--- config.mk ---
export PLATFORM = sky130hd
export DESIGN_NAME = instr_mem_loader_flat
export DESIGN_NICKNAME = d
export VERILOG_FILES = /design/src/rtl/instr_mem_loader_pkg.sv /design/src/rtl/instr_mem_loader_if.sv /design/src/rtl/instr_mem_loader.sv /design/src/flat_wrapper.sv
export SDC_FILE = /design/constraint.sdc
export NUM_CORES = 1
export LEC_CHECK = 0
export CAP_MARGIN = 10
export CORE_ASPECT_RATIO = 0.5
export CORE_MARGIN = 10
export CORE_UTILIZATION = 49
export CTS_BUF_LIST = sky130_fd_sc_hd__clkbuf_4 sky130_fd_sc_hd__clkbuf_8
export CTS_CLUSTER_SIZE = 14
export DETAILED_ROUTE_END_ITERATION = 6
export PLACE_DENSITY = 0.82
export SETUP_SLACK_MARGIN = 0.2
export SYNTH_ARGS = -nofsm -noshare
export SYNTH_HDL_FRONTEND = slang
export SYNTH_SLANG_ARGS = --single-unit
--- constraint.sdc ---
create_clock -name Clock -period 2.09 [get_ports Clock]
set_input_delay 0.418 -clock Clock [delete_from_list [all_inputs] [get_ports Clock]]
set_output_delay 0.418 -clock Clock [all_outputs]
set_load 0.01 [all_outputs]
--- src/rtl/instr_mem_loader_pkg.sv ---
// Shared definitions for the instruction-memory loader: array depth, address width,
// FSM state encoding and the load-length legality check.
package instr_mem_loader_pkg;

    localparam int DEF_MEM_BYTES = 128;
    localparam int DEF_ADDR_W    = 16;

    typedef enum logic [1:0] {
        IDLE = 2'd0,
        LOAD = 2'd1,
        DONE = 2'd2
    } state_t;

    function automatic logic length_ok(input logic [7:0] len, input int unsigned max_len);
        return (len != 8'd0) && (32'(len) <= max_len);
    endfunction

endpackage

--- src/rtl/instr_mem_loader_if.sv ---
// Host byte stream, load control and instruction-array write port of the loader.
interface instr_mem_loader_if #(
    parameter int ADDR_W = 16
);
    logic              LoadStart;
    logic [7:0]        LoadLength;
    logic              LoadAbort;
    logic [7:0]        ByteIn;
    logic              ByteValid;
    logic              ByteReady;
    logic              MemWrEn;
    logic [ADDR_W-1:0] MemWrAddr;
    logic [7:0]        MemWrData;
    logic              CpuHold;
    logic              LoadDone;
    logic              LoadError;
    logic [7:0]        BytesLoaded;
    logic [7:0]        Checksum;

    modport master (
        output LoadStart, LoadLength, LoadAbort, ByteIn, ByteValid,
        input  ByteReady, MemWrEn, MemWrAddr, MemWrData, CpuHold,
               LoadDone, LoadError, BytesLoaded, Checksum
    );

    modport slave (
        input  LoadStart, LoadLength, LoadAbort, ByteIn, ByteValid,
        output ByteReady, MemWrEn, MemWrAddr, MemWrData, CpuHold,
               LoadDone, LoadError, BytesLoaded, Checksum
    );
endinterface

--- src/rtl/instr_mem_loader.sv ---
// Streams host bytes into the instruction array from address 0, holding the core
// for the whole load so fetch never observes a partial image.
module instr_mem_loader
    import instr_mem_loader_pkg::*;
#(
    parameter int MEM_BYTES = DEF_MEM_BYTES,
    parameter int ADDR_W    = DEF_ADDR_W
) (
    input  logic                Clock,
    input  logic                Reset,
    instr_mem_loader_if.slave   bus
);

    state_t            state;
    logic [7:0]        length;
    logic [7:0]        count;
    logic [7:0]        checksum;
    logic              ready;
    logic              wr_en;
    logic [ADDR_W-1:0] wr_addr;
    logic [7:0]        wr_data;
    logic              hold;
    logic              done;
    logic              error;

    always_ff @(posedge Clock) begin
        if (Reset) begin
            state    <= IDLE;
            length   <= '0;
            count    <= '0;
            checksum <= '0;
            ready    <= 1'b0;
            wr_en    <= 1'b0;
            wr_addr  <= '0;
            wr_data  <= '0;
            hold     <= 1'b0;
            done     <= 1'b0;
            error    <= 1'b0;
        end else begin
            wr_en <= 1'b0;
            done  <= 1'b0;
            unique case (state)
                IDLE: begin
                    if (bus.LoadStart) begin
                        if (length_ok(bus.LoadLength, MEM_BYTES)) begin
                            length   <= bus.LoadLength;
                            count    <= '0;
                            checksum <= '0;
                            error    <= 1'b0;
                            hold     <= 1'b1;
                            ready    <= 1'b1;
                            state    <= LOAD;
                        end else begin
                            error <= 1'b1;
                        end
                    end
                end
                LOAD: begin
                    // Abort takes priority: the byte offered alongside it is refused.
                    if (bus.LoadAbort) begin
                        error <= 1'b1;
                        hold  <= 1'b0;
                        ready <= 1'b0;
                        state <= IDLE;
                    end else if (bus.ByteValid && ready) begin
                        wr_en    <= 1'b1;
                        wr_addr  <= ADDR_W'(count);
                        wr_data  <= bus.ByteIn;
                        count    <= count + 8'd1;
                        checksum <= checksum ^ bus.ByteIn;
                        if (count == length - 8'd1) begin
                            ready <= 1'b0;
                            done  <= 1'b1;
                            state <= DONE;
                        end
                    end
                end
                DONE: begin
                    // Final write is on the bus this cycle; release the core only afterwards.
                    hold  <= 1'b0;
                    state <= IDLE;
                end
                default: begin
                    hold  <= 1'b0;
                    ready <= 1'b0;
                    state <= IDLE;
                end
            endcase
        end
    end

    assign bus.ByteReady   = ready;
    assign bus.MemWrEn     = wr_en;
    assign bus.MemWrAddr   = wr_addr;
    assign bus.MemWrData   = wr_data;
    assign bus.CpuHold     = hold;
    assign bus.LoadDone    = done;
    assign bus.LoadError   = error;
    assign bus.BytesLoaded = count;
    assign bus.Checksum    = checksum;

endmodule

--- src/flat_wrapper.sv ---
// flat-port wrapper written by rule: the top's interface ports become plain ports
module instr_mem_loader_flat import instr_mem_loader_pkg::*;
#(
    parameter int MEM_BYTES = DEF_MEM_BYTES,
    parameter int ADDR_W    = DEF_ADDR_W
)
  (Clock, Reset, bus_LoadStart, bus_LoadLength, bus_LoadAbort, bus_ByteIn, bus_ByteValid, bus_ByteReady, bus_MemWrEn, bus_MemWrAddr, bus_MemWrData, bus_CpuHold, bus_LoadDone, bus_LoadError, bus_BytesLoaded, bus_Checksum);
  instr_mem_loader_if #(.ADDR_W(ADDR_W)) bus_i ();
  input  logic Clock;
  input  logic Reset;
  input wire logic [$bits(bus_i.LoadStart)-1:0] bus_LoadStart;
  input wire logic [$bits(bus_i.LoadLength)-1:0] bus_LoadLength;
  input wire logic [$bits(bus_i.LoadAbort)-1:0] bus_LoadAbort;
  input wire logic [$bits(bus_i.ByteIn)-1:0] bus_ByteIn;
  input wire logic [$bits(bus_i.ByteValid)-1:0] bus_ByteValid;
  output wire logic [$bits(bus_i.ByteReady)-1:0] bus_ByteReady;
  output wire logic [$bits(bus_i.MemWrEn)-1:0] bus_MemWrEn;
  output wire logic [$bits(bus_i.MemWrAddr)-1:0] bus_MemWrAddr;
  output wire logic [$bits(bus_i.MemWrData)-1:0] bus_MemWrData;
  output wire logic [$bits(bus_i.CpuHold)-1:0] bus_CpuHold;
  output wire logic [$bits(bus_i.LoadDone)-1:0] bus_LoadDone;
  output wire logic [$bits(bus_i.LoadError)-1:0] bus_LoadError;
  output wire logic [$bits(bus_i.BytesLoaded)-1:0] bus_BytesLoaded;
  output wire logic [$bits(bus_i.Checksum)-1:0] bus_Checksum;
  assign bus_i.LoadStart = bus_LoadStart;
  assign bus_i.LoadLength = bus_LoadLength;
  assign bus_i.LoadAbort = bus_LoadAbort;
  assign bus_i.ByteIn = bus_ByteIn;
  assign bus_i.ByteValid = bus_ByteValid;
  assign bus_ByteReady = bus_i.ByteReady;
  assign bus_MemWrEn = bus_i.MemWrEn;
  assign bus_MemWrAddr = bus_i.MemWrAddr;
  assign bus_MemWrData = bus_i.MemWrData;
  assign bus_CpuHold = bus_i.CpuHold;
  assign bus_LoadDone = bus_i.LoadDone;
  assign bus_LoadError = bus_i.LoadError;
  assign bus_BytesLoaded = bus_i.BytesLoaded;
  assign bus_Checksum = bus_i.Checksum;
  instr_mem_loader #(.MEM_BYTES(MEM_BYTES), .ADDR_W(ADDR_W)) u_core (.Clock(Clock), .Reset(Reset), .bus(bus_i));
endmodule
==> results of run 1 <==
[cell type report]
class / instances / area [µm²] / share of cell area, %
clock buffers: 5 / 68.8 / 2.13
clock inverters: 3 / 22.5 / 0.697
inverters: 5 / 18.8 / 0.580
multi-input cells: 213 / 1300 / 40.2
flip-flops and latches: 47 / 950 / 29.4
well taps: 57 / 71.3 / 2.21
repair buffers: 83 / 801 / 24.8
[synthesized netlist by cell type (3+ instances only)]
cell type  number  area share [%]
a21oi_1        32             7.0
and3_1          6             1.6
buf_4           9             3.0
clkbuf_1        8             1.3
dfxtp_1        47              41
inv_1           5            0.82
mux2i_1        11             4.8
nand2_1        66              11
nand2b_1        9             2.5
nand3_1         8             1.8
nand4_1         5             1.4
nor2_1         10             1.6
nor3_1          3            0.66
o211ai_1        3            0.99
o21ai_0        11             2.4
or2b_1          3            0.99
xnor2_1         4             1.5
xor2_1          5             1.9
[sequential cells by signal, summed over array words and instances, names as in the netlist]
name and cells:
u_core.bus.BytesLoaded 8, u_core.bus.Checksum 8, u_core.bus.MemWrAddr 8, u_core.bus.MemWrData 8, u_core.length 8, u_core.state 2
u_core.bus.ByteReady 1, u_core.bus.CpuHold 1, u_core.bus.LoadDone 1, u_core.bus.LoadError 1, u_core.bus.MemWrEn 1
[layer usage]
metal	up-vias	wire, µm	GRT usage (%)
li1	1100	-	-
met1	1116	2710	18.4
met2	94	3580	30.3
met3	25	563	5.06
met4	0	155	7.28
met5	-	0	0
[how the worst max path moves through the flow]
| stage | startpoint | slack, ns | to |
|---|---|---|---|
| floorplan | u_core.length[0]$_SDFFE_PP0P_ | 0.26 | u_core.bus.LoadDone$_SDFF_PP0_ |
| global placement | bus_LoadLength[3] | -0.09 | u_core.bus.Checksum[2]$_SDFFE_PP0P_ |
| detailed placement | bus_LoadLength[3] | -0.20 | u_core.bus.Checksum[1]$_SDFFE_PP0P_ |
| CTS | bus_LoadLength[3] | 0.16 | u_core.bus.Checksum[2]$_SDFFE_PP0P_ |
| global route | u_core.length[1]$_SDFFE_PP0P_ | 0.19 | u_core.bus.ByteReady$_SDFFE_PP0P_ |
| finish | u_core.length[1]$_SDFFE_PP0P_ | 0.23 | u_core.bus.ByteReady$_SDFFE_PP0P_ |
[cell families (layout without fill, tap and decap cells)]
logic type      count (synthesis)  after routing  synth area share [%]
compound gates                 57             57                  14.7
xor+xnor                        9              9                  3.46
flops                          47             47                  41.3
mux                            12             12                  5.33
other cells                     1              8                 0.165
fa+ha+maj                       2              2                  1.10
simple gates                  125            125                  26.8
buf+inv                        27             96                  7.14
[report_power, final]
group / internal (µW) / leakage (µW) / switching (µW)
logic: 151 / 0.000825 / 140
registers: 916 / 0.000383 / 24.6
clock network: 240 / 0.0000485 / 335
[critical path: cells and delay by family (launching register included)]
kind | cells | cell delay, ns
DFF | 1 | 0.35
and+or+nand+nor | 1 | 0.58
AOI/OAI and AO/OA | 4 | 0.86
[through the flow]
stage	TNS (ns)	area, µm²	setup slack [ns]
4_1_cts	0	3110	0.158
5_1_grt	0	3230	0.192
3_3_place_gp	-0.798	3000	-0.0942
3_5_place_dp	-2.32	3000	-0.204
6_report	0	3230	0.233
2_1_floorplan	0	2300	0.264
[repair_timing]
action | in CTS | in global routing
endpoints found under the setup margin | 13 | 31
setup buffers | 0 | 3
pin swaps | 1 | 14
resized for setup | 10 | 34
==> reports/metrics.yaml, run 1 <==
synth:
  synth_cell_types: 47
  synth_area_mm2: 0.00228
  netlist_instances: 280
  synth-seq-cells: 47
  synthFlopType: "dfxtp_1"
  synth_warnings: 0
  async_flop_share_pct: 0
  synth_edf_count: 0
  syn_area_per_cell_um2: 8.13
  synth-seq-area-share_pct: 41.3
setup_path:
  r2r_slack_ns: 0.23
  rr_worst_depth: 5
  critical_path_class: "reg2reg"
  critPathRequiredTime_ns: 2.33
  r2r-start: "u_core.length[1]$_SDFFE_PP0P_"
  cp_max_fo: 5
  r2r_end: "u_core.bus.ByteReady$_SDFFE_PP0P_"
  slowest_stage: "or4_4"
  path_cells: "or4_4 -> o211a_1 -> a311oi_2 -> a22oi_2 -> a21oi_1"
  end_kind: "flop"
  startpoint_type: "flop"
  cp_data_arrival_time_ns: 2.09
  critPathMaxStageDelay_ns: 0.58
global_routing:
  grt_pass1_wl_mm: 10.6
  grt_max_degree: 32
  overflow: 0
  grtUsageTotal_pct: 16.8
  grt_pass1_vias: 2245
  antenna_found_initial: 0
floorplanning:
  die_h_um: 68.2
  die_w_um: 116
  core-area_mm2: 0.00445
  die_area_mm2: 0.00794
  num_rows: 17
  start_util_pct: 51.2
  io_pins: 66
final_layout:
  area_growth_pct: 42.0
  final_cells: 413
  final_util_pct: 72.7
  fin_nets: 378
  insertedDiodeCount: 0
  layout_common_cells: "nand2_1 (65), clkdlybuf4s50_1 (54), dfxtp_1 (42), a21oi_1 (30), buf_4 (21)"
  drive_above_1_share_pct: 18.8
  fillers: 332
  mostFrequentLayoutCell: "nand2_1"
outcome:
  outcome: "finished clean"
timing:
  rsz0062_at_grt: "yes"
  setup_viol: 0
  drv_slew: 0
  skew_ns: 0.00818
  hold_viol: 0
  fmax_mhz: 539
  fin_hold_ws_ns: 0.422
  finalCritPeriodShare_pct: 88.9
  period_minus_slack_ns: 1.86
pwr:
  vdd_drop_max_mv: 0.288
  power_leakage_uw: 0.00126
  p_per_area_mw_per_mm2: 558
  total_power_uw: 1810
route:
  postRouteAntennaNets: 0
  remaining_drc_errors: 0
  initialDrtViolationCount: 157
  num_vias: 2335
  totalWireLength_mm: 7.01
  wl_per_cell_um: 17.0
  vias_per_cell: 5.65
  first_pass_iters: 5
hold_path:
  holdCritStartpoint: "bus_LoadLength[4]"
  hold_class: "in2reg"
  hold_path_depth: 3
  hold_end: "u_core.length[4]$_SDFFE_PP0P_"
clock_tree:
  holdBufCountCts: 0
  clock_sinks: 47
  htree_levels: 2
  cts_max_path_buffers: 2
  root_buffer: "clkbuf_8"
  clkTransAtPathRegs_ns: 0.09
  cts_buffers: 5
  cts_tree: "built"
  insertion_delay_ns: 0.31
placed_design:
  gp_congestion: 0.833
  hpwl_mm: 5.25
  io_buffers: 57
  dp.cells: 402
job:
  maxCapViolations: 0
Power figures use the tool's default switching activity.
==> run 2: changes to the inputs <==
--- a/config.mk
+++ b/config.mk
@@ -15,4 +15,5 @@
 export PLACE_DENSITY = 0.82
 export SETUP_SLACK_MARGIN = 0.2
+export SLEW_MARGIN = 20
 export SYNTH_ARGS = -nofsm -noshare
 export SYNTH_HDL_FRONTEND = slang
==> constraint.sdc (replaced) <==
create_clock -name Clock -period 2.09 [get_ports Clock]
set_input_delay 0.418 -clock Clock [delete_from_list [all_inputs] [get_ports Clock]]
set_output_delay 0.418 -clock Clock [all_outputs]
set_load 0.05 [all_outputs]
==> reports/metrics.yaml, run 2 (synthesized netlist as in run 1, its figures left out) <==
setup_path:
  cp_top_family: "buffers and inverters"
  r2r_slack_ns: 0.25  # +0.02 ns
  startpoint_type: "flop"
  cp_max_fo: 2  # -3
  critPathMaxStageDelay_ns: 0.81  # +0.23 ns
  r2r_end: "u_core.bus.LoadDone$_SDFF_PP0_"
  rr_worst_depth: 5  # unchanged
  path_cells: "clkdlybuf4s50_1"
  crit_buf_inv: 1  # +1
  cp_data_arrival_time_ns: 1.44  # -0.65 ns
  r2r-start: "u_core.length[0]$_SDFFE_PP0P_"
  critical_path_class: "reg2out"
  end_kind: "output pin"
  critPathRequiredTime_ns: 1.67  # -0.66 ns
  slowest_stage: "clkdlybuf4s50_1"
clock_tree:
  cts_max_path_buffers: 2  # unchanged
  cts_tree: "built"
  clkTransAtPathRegs_ns: 0.08  # about the same
  holdBufCountCts: 0  # unchanged
  cts_buffers: 5  # unchanged
  htree_levels: 2  # unchanged
  root_buffer: "clkbuf_8"
  insertion_delay_ns: 0.31  # about the same
  clock_sinks: 47  # unchanged
route:
  first_pass_iters: 5  # unchanged
  initialDrtViolationCount: 151  # -3.8%
  totalWireLength_mm: 6.58  # -6.1%
  vias_per_cell: 5.45  # -3.6%
  wl_per_cell_um: 16.1  # -5.4%
  postRouteAntennaNets: 0  # unchanged
  num_vias: 2235  # -4.3%
  remaining_drc_errors: 0  # unchanged
timing:
  setup_viol: 0  # unchanged
  hold_viol: 0  # unchanged
  period_minus_slack_ns: 1.86  # +0.00381 ns
  skew_ns: 0.0115  # +0.00331 ns
  relSlewSlack_pct: 64.7
  drv_slew: 0  # unchanged
  finalCritPeriodShare_pct: 89.0  # +0.18 points
  tightest_slew_ns: 0.532
  fin_hold_ws_ns: 0.408  # -0.0136 ns
  rsz0062_at_grt: "no"
  fmax_mhz: 537  # -0.20%
pwr:
  p_per_area_mw_per_mm2: 578  # +3.5%
  vdd_drop_max_mv: 0.318  # +11%
  power_leakage_uw: 0.00156  # +24%
global_routing:
  grt_max_degree: 32  # unchanged
  grt_pass1_wl_mm: 10.2  # -3.4%
  grtUsageTotal_pct: 16.0  # -0.79 points
  antenna_found_initial: 0  # unchanged
  overflow: 0  # unchanged
  grt_pass1_vias: 2157  # -3.9%
hold_path:
  hold_end: "u_core.length[3]$_SDFFE_PP0P_"
  hold_class: "in2reg"
  holdCritStartpoint: "bus_LoadLength[3]"
  hold_path_depth: 3  # unchanged
floorplanning:
  start_util_pct: 51.2  # unchanged
  die_w_um: 116  # unchanged
  num_rows: 17  # unchanged
  core-area_mm2: 0.00445  # unchanged
  die_area_mm2: 0.00794  # unchanged
  die_h_um: 68.2  # unchanged
  io_pins: 66  # unchanged
final_layout:
  insertedDiodeCount: 0  # unchanged
  final_cells: 410  # -0.73%
  mostFrequentLayoutCell: "nand2_1"
  fillers: 331  # -0.30%
  fin_nets: 375  # -0.79%
  area_growth_pct: 39.2
  drive_above_1_share_pct: 15.6  # -3.2 points
  layout_common_cells: "nand2_1 (65), dfxtp_1 (45), a21oi_1 (31), buf_4 (22), dlygate4sd2_1 (20)"
job:
  maxCapViolations: 0  # unchanged
placed_design:
  hpwl_mm: 4.81  # -8.3%
  dp.cells: 401  # -0.25%
  io_buffers: 57  # unchanged
  gp_congestion: 0.858  # +3.0%
outcome:
  outcome: "finished clean"
## run 2: worst max-delay path by stage
stage	from	to	depth (start not counted)
after floorplan	u_core.bus.BytesLoaded[3]$_SDFFE_PP0P_	u_core.bus.LoadDone$_SDFF_PP0_	5
after global placement	bus_LoadLength[3]	u_core.length[4]$_SDFFE_PP0P_	7
after detailed placement	bus_LoadLength[3]	u_core.length[1]$_SDFFE_PP0P_	7
after CTS	bus_LoadLength[6]	u_core.bus.Checksum[7]$_SDFFE_PP0P_	7
after global routing	u_core.length[0]$_SDFFE_PP0P_	u_core.bus.LoadDone$_SDFF_PP0_	5
final	u_core.bus.CpuHold$_SDFFE_PP0P_	bus_CpuHold	1
## run 2: layer usage
| metal | GRT usage, % | vias to the layer above | share of wire [%] |
|---|---|---|---|
| li1 | - | 1090 | - |
| met1 | 17.8 | 1044 | 38 |
| met2 | 29.2 | 85 | 50 |
| met3 | 5.06 | 16 | 9.4 |
| met4 | 4.95 | 0 | 1.7 |
| met5 | 0 | - | 0 |
## run 2: through the flow
| step | power, µW | utilization, % | setup slack, ns | area [µm²] | TNS (ns) |
|---|---|---|---|---|---|
| 6_report | 1830 | 71.3 | 0.229 | 3170 | 0 |
| 5_1_grt | 1900 | 71.3 | 0.181 | 3170 | 0 |
| 4_1_cts | 1830 | 69.6 | 0.145 | 3090 | 0 |
| 3_5_place_dp | 1270 | 67.4 | -0.298 | 3000 | -5.40 |
| 3_3_place_gp | 1260 | 67.4 | -0.194 | 3000 | -3.70 |
| 2_1_floorplan | 1170 | - | 0.207 | 2300 | 0 |
## run 2: final cells by class
| class | instances | area (µm²) | area share [%] |
|---|---|---|---|
| Timing Repair Buffer | 80 | 786 | 24.8 |
| Tap cell | 57 | 71.3 | 2.25 |
| Inverter | 5 | 18.8 | 0.592 |
| Sequential cell | 47 | 943 | 29.8 |
| Clock inverter | 3 | 22.5 | 0.711 |
| Clock buffer | 5 | 68.8 | 2.17 |
| Multi-Input combinational cell | 213 | 1260 | 39.7 |
## run 2: timing repair
item,CTS,global route
setup buffers,0,1
pin swaps,5,5
gates resized for setup,29,25
endpoints found under the setup margin,44,39
## run 2: report_power, final
group          leakage, µW  internal, µW  total [µW]  switching, µW
Combinational      0.00113           135         325            190
Sequential        0.000382           916         938           22.2
Clock            0.0000485           240         569            329
## run 2: worst reg2reg max path: cells and delay by family (launching register included)
kind,cells,cell delay (ns)
simple gates,3,0.84
compound gates,2,0.56
flops,1,0.35
==> run 3: changes to the inputs <==
Settings changed: CORE_MARGIN 10 to default.
==> reports/metrics.yaml, run 3 (synthesized netlist as in run 1, its figures left out) <==
outcome:
  outcome: "finished clean"
clock_tree:
  root_buffer: "clkbuf_8"
  htree_levels: 2  # unchanged
  clock_sinks: 47  # unchanged
  holdBufCountCts: 0  # unchanged
  cts_buffers: 5  # unchanged
  insertion_delay_ns: 0.31  # about the same
  cts_max_path_buffers: 2  # unchanged
  cts_tree: "built"
  clkTransAtPathRegs_ns: 0.09  # about the same
setup_path:
  rr_worst_depth: 8  # +3
  end_kind: "output pin"
  critical_path_class: "reg2out"
  r2r_end: "u_core.state[0]$_SDFFE_PP0P_"
  r2r-start: "u_core.length[0]$_SDFFE_PP0P_"
  path_cells: "clkdlybuf4s50_1"
  cp-endpoint: "bus_BytesLoaded[1]"
  cp_max_fo: 2  # unchanged
  critPathLaunch: "u_core.bus.BytesLoaded[1]$_SDFFE_PP0P_"
  critPathRequiredTime_ns: 1.67  # about the same
  cp_top_family: "buffers and inverters"
  critPathMaxStageDelay_ns: 0.81  # about the same
  startpoint_type: "flop"
  cp_num_cells: 1  # unchanged
  cp_data_arrival_time_ns: 1.47  # +0.03 ns
  slowest_stage: "clkdlybuf4s50_1"
  r2r_slack_ns: 0.24  # about the same
  crit_buf_inv: 1  # unchanged
pwr:
  vdd_drop_max_mv: 0.336  # +5.5%
  p_per_area_mw_per_mm2: 580  # +0.37%
  power_leakage_uw: 0.00160  # +2.6%
final_layout:
  final_cells: 409  # -0.24%
  drive_above_1_share_pct: 16.8  # +1.2 points
  area_growth_pct: 40.8
  mostFrequentLayoutCell: "nand2_1"
  fin_nets: 374  # -0.27%
  layout_common_cells: "nand2_1 (66), dfxtp_1 (44), a21oi_1 (30), buf_4 (21), clkdlybuf4s50_1 (20)"
  multi_input_area_mm2: 0.00130  # +3.3%
  fillers: 326  # -1.5%
  insertedDiodeCount: 0  # unchanged
  seq_area_um2: 945  # +0.13%
floorplanning:
  start_util_pct: 51.5  # +0.25 points
  die_w_um: 98.4  # -15%
  die_h_um: 50.2  # -26%
  die_area_mm2: 0.00494  # -38%
  core-area_mm2: 0.00442  # -0.48%
  io_pins: 66  # unchanged
  num_rows: 17  # unchanged
placed_design:
  hpwl_mm: 4.14  # -14%
  io_buffers: 57  # unchanged
  dp.cells: 399  # -0.50%
  gp_congestion: 0.867  # +0.96%
route:
  initialDrtViolationCount: 144  # -4.6%
  first_pass_iters: 7  # +2
  totalWireLength_mm: 6.05  # -8.1%
  remaining_drc_errors: 0  # unchanged
  vias_per_cell: 5.57  # +2.3%
  num_vias: 2280  # +2.0%
  wl_per_cell_um: 14.8  # -7.9%
  postRouteAntennaNets: 0  # unchanged
timing:
  fin_hold_ws_ns: 0.408  # +0.000245 ns
  relSlewSlack_pct: 65.8  # +1.1 points
  drv_slew: 0  # unchanged
  setup_viol: 0  # unchanged
  period_minus_slack_ns: 1.89  # +0.0252 ns
  fmax_mhz: 530  # -1.3%
  tightest_slew_ns: 0.513  # -0.0189 ns
  finalCritPeriodShare_pct: 90.2  # +1.2 points
  skew_ns: 0.00825  # -0.00324 ns
  hold_viol: 0  # unchanged
  rsz0062_at_grt: "yes"
global_routing:
  overflow: 0  # unchanged
  grt_max_degree: 29  # -9.4%
  antenna_found_initial: 0  # unchanged
  grt_pass1_vias: 2056  # -4.7%
  grtUsageTotal_pct: 24.2  # +8.1 points
  grt_pass1_wl_mm: 9.37  # -8.4%
job:
  maxCapViolations: 0  # unchanged
hold_path:
  hold_class: "in2reg"
==> run 3: cell count changes in the layout (fill, tap and decap cells not counted), sizes merged <==
cell	delta
dlygate4sd2	-4
clkdlybuf4s50	+3
buf	-2
clkinv	-2
dlymetal6s2s	+2
clkinvlp	+1
clkbuf	+1
==> run 3: report_power, final <==
group          internal, µW  switching, µW  total [µW]
logic                   135            197         332
clock network           254            335         589
registers               916           23.5         940
==> run 3: layout make-up <==
class | instances | share of cell area [%]
inverters | 5 | 0.585
clock buffers | 6 | 2.38
flip-flops and latches | 47 | 29.5
multi-input cells | 213 | 40.6
clock inverters | 2 | 0.507
repair buffers | 79 | 24.3
well taps | 57 | 2.22
==> run 3: what timing repair did <==
item	4_1_cts	5_1_grt
gates cloned	1	0
hold endpoints to repair	0	0
setup buffers	1	0
endpoints found under the setup margin	41	46
resized for setup	34	33
pin swaps	4	7
==> run 3: how the worst min path moves through the flow <==
stage	depth (start not counted)	start	end	slack, ns
2_1_floorplan	2	u_core.length[7]$_SDFFE_PP0P_	u_core.length[7]$_SDFFE_PP0P_	0.45
3_3_place_gp	2	u_core.bus.MemWrAddr[2]$_SDFFE_PP0P_	u_core.bus.MemWrAddr[2]$_SDFFE_PP0P_	0.44
3_5_place_dp	2	u_core.bus.MemWrAddr[3]$_SDFFE_PP0P_	u_core.bus.MemWrAddr[3]$_SDFFE_PP0P_	0.45
4_1_cts	2	u_core.bus.MemWrAddr[3]$_SDFFE_PP0P_	u_core.bus.MemWrAddr[3]$_SDFFE_PP0P_	0.46
5_1_grt	3	bus_LoadLength[0]	u_core.length[0]$_SDFFE_PP0P_	0.43
6_report	3	bus_LoadLength[0]	u_core.length[0]$_SDFFE_PP0P_	0.41
==> run 3: through the flow <==
step                setup TNS, ns  cell area (µm²)  setup WS (ns)  power (µW)  util (%)
CTS                             0             3100          0.166        1830      70.0
finish                          0             3210          0.204        1860      72.5
global placement            -1.96             2970         -0.127        1260      67.2
detailed placement          -4.36             2970         -0.231        1270      67.2
floorplan                       0             2300          0.207        1170         -
global route                    0             3210          0.172        1910      72.5
==> run 3: routing by layer <==
metal,GRT usage [%],vias up,routed length [µm]
met5,0,-,0
met1,30.5,1071,2620
li1,-,1088,-
met3,4.74,23,376
met4,6.97,0,142
met2,42.7,98,2900
